==> src/rtl/clk_div.sv <==
// -----------------------------------------------------------------------------
// clk_div
//
// Programmable integer clock divider. It divides CLK by a run-time ratio N
// and drives the result on DIV_CLK. For N >= 2 each period is
// ceil(N/2) cycles low followed by floor(N/2) cycles high. While disabled,
// or when given a ratio of 0 or 1, the block sits in IDLE and passes CLK
// straight through. The ratio and the enable are only sampled in IDLE and
// on the last HIGH cycle, so a running period is never truncated or
// stretched.
//
// The IDLE <-> divide output switch is not glitch-free. Consumers of
// DIV_CLK must be held in reset, or must ignore DIV_CLK, across the switch.
//
// Ports:
//   CLK        in   1         reference clock; all flops are rising-edge
//   RST        in   1         asynchronous reset, active-high
//   CLK_EN     in   1         divider enable, synchronous to CLK
//   DIV_RATIO  in   RATIO_WD  division ratio N (0 or 1 selects bypass)
//   DIV_CLK    out  1         divided clock; equals CLK while in bypass
// -----------------------------------------------------------------------------
module clk_div #(
    parameter int RATIO_WD = 8
) (
    input  logic                CLK,
    input  logic                RST,
    input  logic                CLK_EN,
    input  logic [RATIO_WD-1:0] DIV_RATIO,
    output logic                DIV_CLK
);

    localparam logic [1:0] ST_IDLE = 2'd0;
    localparam logic [1:0] ST_LOW  = 2'd1;
    localparam logic [1:0] ST_HIGH = 2'd2;

    logic [1:0]          state_q, state_d;
    logic                div_q,   div_d;
    logic [RATIO_WD-1:0] cnt_q,   cnt_d;
    logic [RATIO_WD-1:0] ratio_q, ratio_d;

    logic [RATIO_WD-1:0] low_last;
    logic [RATIO_WD-1:0] high_last;
    logic                start_ok;

    // Last count of each phase, derived from the latched ratio only.
    // L-1 = ceil(N/2)-1 = (N-1)>>1, and H-1 = (N>>1)-1. Written this way
    // neither expression needs an extra bit for N = 2^RATIO_WD-1, and
    // neither underflows because ratio_q >= 2 outside IDLE.
    assign low_last  = (ratio_q - RATIO_WD'(1)) >> 1;
    assign high_last = (ratio_q >> 1) - RATIO_WD'(1);

    // A new period may start only with the enable set and a real ratio.
    assign start_ok  = CLK_EN && (DIV_RATIO >= RATIO_WD'(2));

    always_comb begin
        // NOTE: every output of this block gets a default first, so no path
        // leaves a signal unassigned and no latch is inferred.
        state_d = state_q;
        div_d   = div_q;
        cnt_d   = cnt_q;
        ratio_d = ratio_q;

        case (state_q)
            ST_IDLE: begin
                div_d = 1'b0;
                cnt_d = '0;
                if (start_ok) begin
                    ratio_d = DIV_RATIO;
                    state_d = ST_LOW;
                end
            end

            ST_LOW: begin
                if (cnt_q == low_last) begin
                    cnt_d   = '0;
                    div_d   = 1'b1;
                    state_d = ST_HIGH;
                end else begin
                    cnt_d = cnt_q + RATIO_WD'(1);
                end
            end

            ST_HIGH: begin
                if (cnt_q == high_last) begin
                    // Period boundary: the only point, besides IDLE, where a
                    // new ratio or a dropped enable is allowed to take effect.
                    cnt_d = '0;
                    div_d = 1'b0;
                    if (start_ok) begin
                        ratio_d = DIV_RATIO;
                        state_d = ST_LOW;
                    end else begin
                        state_d = ST_IDLE;
                    end
                end else begin
                    cnt_d = cnt_q + RATIO_WD'(1);
                end
            end

            default: begin
                // Unreachable encoding: fall back to a clean bypass.
                div_d   = 1'b0;
                cnt_d   = '0;
                state_d = ST_IDLE;
            end
        endcase
    end

    // NOTE: all state is reset asynchronously so the output returns to
    // bypass the moment RST rises, without waiting for a CLK edge.
    always_ff @(posedge CLK or posedge RST) begin
        if (RST) begin
            state_q <= ST_IDLE;
            div_q   <= 1'b0;
            cnt_q   <= '0;
            ratio_q <= '0;
        end else begin
            // NOTE: non-blocking assignments so every flop samples the
            // pre-edge values, independent of statement order.
            state_q <= state_d;
            div_q   <= div_d;
            cnt_q   <= cnt_d;
            ratio_q <= ratio_d;
        end
    end

    // Bypass passes the reference clock through; otherwise the output is the
    // div_q flop, so divided edges align with CLK rising edge plus clk-to-q.
    assign DIV_CLK = (state_q == ST_IDLE) ? CLK : div_q;

endmodule

==> config.mk <==
export PLATFORM = sky130hd
export DESIGN_NAME = clk_div
export DESIGN_NICKNAME = d
export VERILOG_FILES = /design/src/rtl/clk_div.sv
export SDC_FILE = /design/constraint.sdc
export NUM_CORES = 1
export LEC_CHECK = 0
export BUFFER_PORTS_ARGS = -buffer_cell sky130_fd_sc_hd__buf_2
export CAP_MARGIN = 15
export CORE_MARGIN = 4
export CORE_UTILIZATION = 51
export DETAILED_ROUTE_END_ITERATION = 12
export GPL_ROUTABILITY_DRIVEN = 1
export GPL_TIMING_DRIVEN = 0
export PLACE_DENSITY = 0.78
export SLEW_MARGIN = 20
export SYNTH_ARGS = -nofsm -noshare
export SYNTH_HDL_FRONTEND = slang
export SYNTH_SLANG_ARGS = --single-unit
==> constraint.sdc <==
create_clock -name CLK -period 3.1 [get_ports CLK]
set_input_delay 0.93 -clock CLK [delete_from_list [all_inputs] [get_ports CLK]]
set_output_delay 0.93 -clock CLK [all_outputs]
set_load 0.03 [all_outputs]
==> results of run 1 <==
[where the power goes]
part	internal, µW	total, µW	switching [µW]	leakage, µW
Combinational	398	824	426	0.000389
Sequential	330	441	112	0.000243
Clock	121	249	128	0.0000410
Total	849	1510	666	0.000673
[path summary, 6_finish.rpt]
path / from / endpoint / slack [ns]
worst max register to register: ratio_q[2] / ratio_q[7] / 0.25
worst min register to register: div_q / div_q / 0.51
min in group asynchronous: RST / cnt_q[5] / 0.59
max in group asynchronous: RST / state_q[1] / 2.08
worst min-delay path: div_q / div_q / 0.51
worst max-delay path: CLK / DIV_CLK / 0.12
[layout make-up]
| class | instances | area, µm² | share of cell area |
|---|---|---|---|
| well taps | 30 | 37.54 | 0.02445 |
| clock inverters | 1 | 5.005 | 0.003260 |
| repair buffers | 11 | 70.07 | 0.04564 |
| multi-input cells | 101 | 843.3 | 0.5493 |
| clock buffers | 6 | 48.80 | 0.03178 |
| flip-flops and latches | 19 | 475.5 | 0.3097 |
| plain buffers | 3 | 21.27 | 0.01385 |
| inverters | 9 | 33.78 | 0.02200 |
[cell families after synthesis]
kind of cell             share of synthesized area
XOR/XNOR                                    0.1153
buffers and inverters                      0.04025
AND/OR/NAND/NOR                             0.1885
AO/OA/AOI/OAI                               0.1610
flip-flops                                  0.3477
multiplexers                               0.07411
adder cells (fa/ha/maj)                    0.07320
[per-stage QoR]
stage          power (µW)  utilization  setup slack (ns)  cell area, µm²  cells
6_report             1515       0.6086            0.1176            1535    180
5_1_grt              1641       0.6086           0.06923            1535    180
4_1_cts              1488       0.5997            0.1130            1513    179
3_5_place_dp         1283       0.5789            0.1887            1460    173
3_3_place_gp         1241       0.5789            0.1995            1460    173
2_1_floorplan        1123            -            0.2877            1368    132
[worst max-delay path: cells and delay by family]
| family | cells | cell delay (ns) |
|---|---|---|
| buffers and inverters | 2 | 0.25 |
| muxes | 1 | 0.25 |
[registers in the layout (all words and copies together), names as in the netlist]
register  cells
state_q       2
ratio_q       8
div_q         1
cnt_q         8
[layer usage]
metal,global-route usage,up-vias
met2,0.2855,24
met3,0.04104,5
met4,0.1361,0
met1,0.2215,519
met5,0,-
li1,-,518
[placed cells by master, fill, tap and decap left out, types with 2 or more instances in the layout]
cell type	Yosys	layout
and3_1	4	4
inv_1	9	9
xor2_1	7	7
dfrtp_1	19	19
clkbuf_4	0	5
xnor2_1	11	11
a21oi_1	2	2
a31oi_1	4	4
mux2_2	9	8
nand2_1	2	2
buf_6	1	2
nand3_1	7	7
nor3_1	3	3
buf_2	2	12
and2_1	2	2
ha_1	8	7
nor2_1	13	13
[what timing repair did]
item,in CTS,in global routing
hold buffers,0,0
buffers inserted,0,1
pin swaps,0,1
setup endpoints to repair,1,8
gates resized for setup,3,1
==> impl_results.md, run 1 <==
- Largest net degree at the start of global routing: 20
- Initial antenna violation count: 0
- Synth unique cells: 45
- Die Wd: around 60 µm
- Async set-or-reset flop fraction in the synthesized netlist: 1.000
- P&R area growth vs syn: 12.26%
- Met1 WL: 1.195 mm
- Rows: 18
- Ports: 12
- Synth area leaders: dfrtp_1 (35%), mux2_2 (7.4%), ha_1 (7.3%)
- Hold path depth: 1
- Rel. slew slack: 0.3921
- Routed vias: 1066
- Status: finished, final reports clean
- Final Setup Violations: 0
- Reg2Reg Depth: 9
- HPWL after DPL: 2.089 mm
- Mean Syn Cell Area: ~10 µm²
- CP endpoint kind: output pin
- Worst Hold Class: reg2reg
- Gpl congestion: 0.8764
- Post-synth top area share: 0.3477
- CTS tree: yes
- Met3 wire len: 106 µm
- Leakage: 0.0006733 µW
- Gr ovfl total: 0
- DR top layer: met4
- Syn_nets: about 150
- RSZ-0062 raised after global routing: false
- First-pass GRT wire length: 4.774 mm
- Vert. Die Dim: 59.79 µm
- Avg WL per Cell: 15.23 µm
- Final hold vios: 0
- Yosys reg bits: 19
- Number of max-cap violations: 0
- DRT iter0 DRCs: 25
- Max incr delay on CP: around 0.25 ns
- Critical path type: clk2out
- Synth warn: 0
- Synth Instances: 132
- Setup crit start kind: clock port
- Vias in the first global route: 1081
- Yosys top cell by area: dfrtp_1
- P per Cell Area: 986.7 nW/µm²
- Synth Flop Type: dfrtp_1
- Slew Limit Fails: 0
- Post-synth EDFFs: 0
- Clock Skew: around 0.0017 ns
- Crit path DAT: about 2.1 ns
- Critical path peak fanout: 2
- I/O Buffers: 11
- Mapped Area: 1368 µm²
- Remaining antenna violation count: 0
- Hold Slack: 0.5107 ns
- Setup tns final: 0 ns
- TritonRoute pass-1 iters: 4
- Maximum VDD drop: ~0.8 mV
- Initial Util: 0.5422
- Share of cells above drive strength 1: 0.2733
- Worst-path cell chain: clkbuf_4 > mux2_4 > buf_6
- Via/cell ratio: slightly below 6
- Core area: 2522 µm²
- Final wirelength: 2.741 mm
- Clock transition at path regs: 0.11 ns
- Seq/Total Area, Yosys: 0.3477
- # nets final: 170
- Most frequent cells after synthesis: dfrtp_1 (19), nor2_1 (13), xnor2_1 (11)
- Top-count cell post-synth: dfrtp_1
- DRC viols: 0
- Met2 wire len: 1.380 mm
- Tightest Pin Transition: around 0.90 ns
- # fillers: 208
- Critical Path RT: approximately 2.2 ns
- Clk_lat worst skew: 0.42 ns
- Die area: roughly 3600 µm²
- Total GRT Usage: 0.1842
- Crit-path slowest cell: mux2_4
- ANT cells: 0
Power figures use the tool's default switching activity.
==> run 2: changes to the inputs <==
Settings changed: TNS_END_PERCENT set to 30.
Clock period 3.1 ns to 3.3 ns, I/O delays scaled along.
==> impl_results.md, run 2 (synthesis gave the netlist of run 1 again) <==
- Final hold vios: 0
- Avg WL per Cell: about 15 µm
- PnR worst setup slack: 0.02927 ns
- CP dominant cell by count: clkbuf_4
- Gr ovfl total: 0
- Max incr delay on CP: between 0.2 and 0.3 ns
- P&R area growth vs syn: 10.89%
- Gpl congestion: 0.8764
- CP endpoint kind: output pin
- Critical path peak fanout: 2
- Crit. path cell count: 4
- Critical Path RT: 2.31 ns
- Leakage: 0.0006661 µW
- Reg2Reg Depth: 8
- Clock Skew: 0.001781 ns
- Most common cell after layout, fill and taps aside: dfrtp_1
- Clock transition at path regs: 0.11 ns
- Hold path depth: 1
- Met3 Use GR: 0.04968
- Ports: 12
- First-pass GRT wire length: 4.733 mm
- Final wirelength: about 2.7 mm
- Initial antenna violation count: 0
- Core area: 2522 µm²
- TritonRoute pass-1 iters: 4
- Initial Util: 0.5422
- Vias in the first global route: 1072
- RSZ-0062 raised after global routing: false
- Status: finished, final reports clean
- Routed vias: 1059
- Most frequent cells in the layout: dfrtp_1 (19), nor2_1 (13), buf_2 (12), xnor2_1 (11)
- Fin area: about 1500 µm²
- M1 GR Usage: 0.2215
- Rel. slew slack: 0.3998
- Vert. Die Dim: 59.79 µm
- Maximum VDD drop: slightly above 0.7 mV
- Worst Hold Class: reg2reg
- Worst-path cell chain: clkbuf_4 > clkbuf_4 > mux2_2 > buf_6
- Most used routing layer: met2
- DRT iter0 DRCs: 18
- Multi-input logic area: 837.1 µm²
- Slew Limit Fails: 0
- Die area: 3574 µm²
- Hold path startpoint: div_q
- HPWL after DPL: 2.089 mm
- Tightest Pin Transition: 0.8886 ns
- Remaining antenna violation count: 0
- I/O Buffers: 11
- Crit-path slowest cell: mux2_2
- Setup crit start kind: clock port
- Reg-to-Reg Start: ratio_q[2]
- Rows: 18
- Total GRT Usage: 0.1842
- # nets final: 170
- # fillers: 208
- Met2 global-route usage: 0.2793
- DP Worst Slack: 0.2525 ns
- Share of cells above drive strength 1: 0.2667
- Final Setup Violations: 0
- Clk_lat worst skew: approximately 0.42 ns
- CP Buf/Inv Count: 3
- Via/cell ratio: about 5.9
- Crit path DAT: approximately 2.3 ns
- Seq. cell area: 475.5 µm²
- Critical path type: clk2out
- Post-route insts no fill: 180
- DRC viols: 0
- Largest net degree at the start of global routing: 20
- Die Wd: 59.79 µm
- Placed Cells: 173
- Top Registers: cnt_q x8, ratio_q x8, state_q x2
- Critical Path Start: CLK
- Area of placed instances: 1460 µm²
- Number of max-cap violations: 0
- ANT cells: 0
- P per Cell Area: 924.4 nW/µm²
- Setup tns final: 0 ns
- Largest delay share family, worst path: buffers and inverters
- CTS tree: yes
[run 2: where the power goes]
| group | leakage (µW) | switching (µW) | internal [µW] |
|---|---|---|---|
| clock network | 0.0000418 | 122 | 120 |
| logic | 0.000381 | 393 | 353 |
| registers | 0.000243 | 104 | 310 |
| total | 0.000666 | 620 | 782 |
[run 2: path summary, 6_finish.rpt]
path,slack (ns),to
max,0.03,DIV_CLK
max reg2reg,0.38,ratio_q[1]
min,0.51,div_q
min in group asynchronous,0.65,cnt_q[5]
max in group asynchronous,2.22,state_q[1]
min reg2reg,0.51,div_q
[run 2: routing by layer]
layer,up-vias,share of wire
met5,-,0
met4,0,0.026
met3,6,0.054
met2,29,0.49
met1,509,0.43
li1,515,-
[run 2: area by class of cell]
| type | count | area share |
|---|---|---|
| clock buffers | 7 | 0.03713 |
| multi-input cells | 101 | 0.5520 |
| well taps | 30 | 0.02475 |
| flip-flops and latches | 19 | 0.3135 |
| plain buffers | 3 | 0.01403 |
| clock inverters | 1 | 0.003300 |
| repair buffers | 10 | 0.03300 |
| inverters | 9 | 0.02228 |
[run 2: timing repair]
| item | CTS | global route |
|---|---|---|
| resized for setup | 1 | 1 |
| setup buffers | 0 | 0 |
| endpoints found under the setup margin | 1 | 1 |
| hold buffers | 0 | 0 |
| endpoints found under the hold margin | 0 | 0 |
[run 2: metrics by stage]
stage	utilization	hold slack, ns	power, µW
2_1_floorplan	-	0.4560	1055
3_3_place_gp	0.5789	0.4709	1166
3_5_place_dp	0.5789	0.4863	1205
4_1_cts	0.5997	0.5110	1396
5_1_grt	0.6012	0.5361	1521
6_report	0.6012	0.5067	1402
==> run 3: changes to the inputs <==
Settings changed: PLACE_DENSITY 0.78 to 0.81.
Clock period 3.3 ns to 2.7 ns, I/O delays scaled along.
==> impl_results.md, run 3 (synthesis gave the netlist of run 1 again) <==
- Status: finished, final reports clean
- Seq pwr share: 0.268
- Total GRT Usage: 0.2222
- Worst Hold Class: in2async
- Core area: 2522 µm²
- P per Cell Area: between 1000 and 1500 nW/µm²
- Cell Int Power: 1030 µW
- Rows: 18
- ANT cells: 0
- R2R Setup Slk: ~0.14 ns
- Switching power: 876.1 µW
- Crit path DAT: 1.86 ns
- # fillers: between 150 and 200
- Reg2Reg Capture Point: state_q[1]
- First-pass GRT wire length: 5.671 mm
- Die Wd: 59.79 µm
- Critical Path RT: 1.89 ns
- Logic gate share of total power: 0.578
- Net Sw Frac: 0.4596
- CTS tree: yes
- I/O Buffers: 11
- Slew Limit Fails: 0
- Remaining antenna violation count: 0
- RSZ-0062 raised after global routing: true
- Reg2Reg Depth: 8
- Initial antenna violation count: 0
- Share of cells above drive strength 1: 0.3247
- HPWL after DPL: 2.325 mm
- Critical path peak fanout: 2
- Maximum VDD drop: 0.9853 mV
- Final Setup Violations: 0
- Clock transition at path regs: 0.11 ns
- Number of max-cap violations: 0
- Critical Path Start: CLK
- P&R area growth vs syn: 17.02%
- CP endpoint kind: output pin
- Setup tns final: 0 ns
- Most frequent cells in the layout: dfrtp_1 (18), nor2_1 (13), buf_2 (12), xnor2_1 (11), mux2_2 (8)
- Clk_lat worst skew: ~0.42 ns
- DP Worst Slack: -0.1813 ns
- Final wirelength: 3.328 mm
- Most common cell after layout, fill and taps aside: dfrtp_1
- Via/cell ratio: 6.272
- Post-route insts no fill: 184
- Ports: 12
- Avg WL per Cell: around 18 µm
- Gr ovfl total: 0
- Clock Skew: ~0.0023 ns
- TritonRoute pass-1 iters: 4
- Top Registers: cnt_q x8, ratio_q x8, state_q x2
- Initial Util: 0.5422
- Rel. slew slack: 0.4017
- Vias in the first global route: 1221
- Hold Slack: 0.4789 ns
- Gpl congestion: approximately 0.81
- Critical path type: clk2out
- Vert. Die Dim: 59.79 µm
- Setup crit start kind: clock port
- Final hold vios: 0
- DRC viols: 0
- Die area: 3574 µm²
- Tightest Pin Transition: 0.8858 ns
- Reg-to-Reg Start: ratio_q[2]
- Fin util: 0.6344
- Placed Cells: 173
- Largest net degree at the start of global routing: 20
- DRT iter0 DRCs: 49
- PnR worst setup slack: 0.02671 ns
- Leakage: 0.0006924 µW
- Clock network power share: 0.153
- # nets final: 174
- Routed vias: 1154
==> run 3: what timing repair did <==
item                                    CTS  global route
gates resized for setup                   7             4
buffers inserted                          4             1
endpoints found under the setup margin   18            18
hold buffers                              0             0
pin swaps                                 2             4
==> run 3: metrics by stage <==
stage / total power (µW) / cell area, µm²
6_report: 1907 / 1600
5_1_grt: 2041 / 1600
4_1_cts: 1820 / 1578
3_5_place_dp: 1495 / 1460
3_3_place_gp: 1423 / 1460
2_1_floorplan: 1289 / 1368
==> run 3: layout make-up <==
class | instances | area [µm²] | share of cell area
multi-input combinational | 101 | 877.1 | 0.5481
clock inverter | 1 | 5.005 | 0.003127
inverter | 9 | 33.78 | 0.02111
sequential | 19 | 476.7 | 0.2979
clock buffer | 6 | 48.80 | 0.03049
timing repair buffer | 15 | 100.1 | 0.06255
tap | 30 | 37.54 | 0.02346
buffer | 3 | 21.27 | 0.01329
==> run 3: worst max path at each step <==
stage                       endpoint  slack, ns
after global placement    state_q[1]      -0.07
after floorplan              DIV_CLK       0.21
final                        DIV_CLK       0.03
after global routing      state_q[1]     0.0004
after CTS                    DIV_CLK       0.04
after detailed placement  ratio_q[4]      -0.18
==> run 3: power by group through the flow <==
stage          logic, µW  registers, µW  clock network (µW)
5_1_grt             1200            527                 317
2_1_floorplan        766            473                50.3
4_1_cts             1030            503                 289
6_report            1100            512                 292
3_3_place_gp         862            500                61.4
3_5_place_dp         920            513                61.4
==> run 3: worst max-delay path: stages <==
cell and delay (ns):
clkbuf_4 0.11, mux2_4 0.26, buf_6 0.14
==> run 3: metal layers <==
metal  vias to the layer above  track usage  share of wire
met3                        18      0.07343          0.055
met4                         0       0.1329          0.042
met1                       562       0.2385           0.38
met2                        49       0.3750           0.53
met5                         -            0              0
li1                        525            -              -
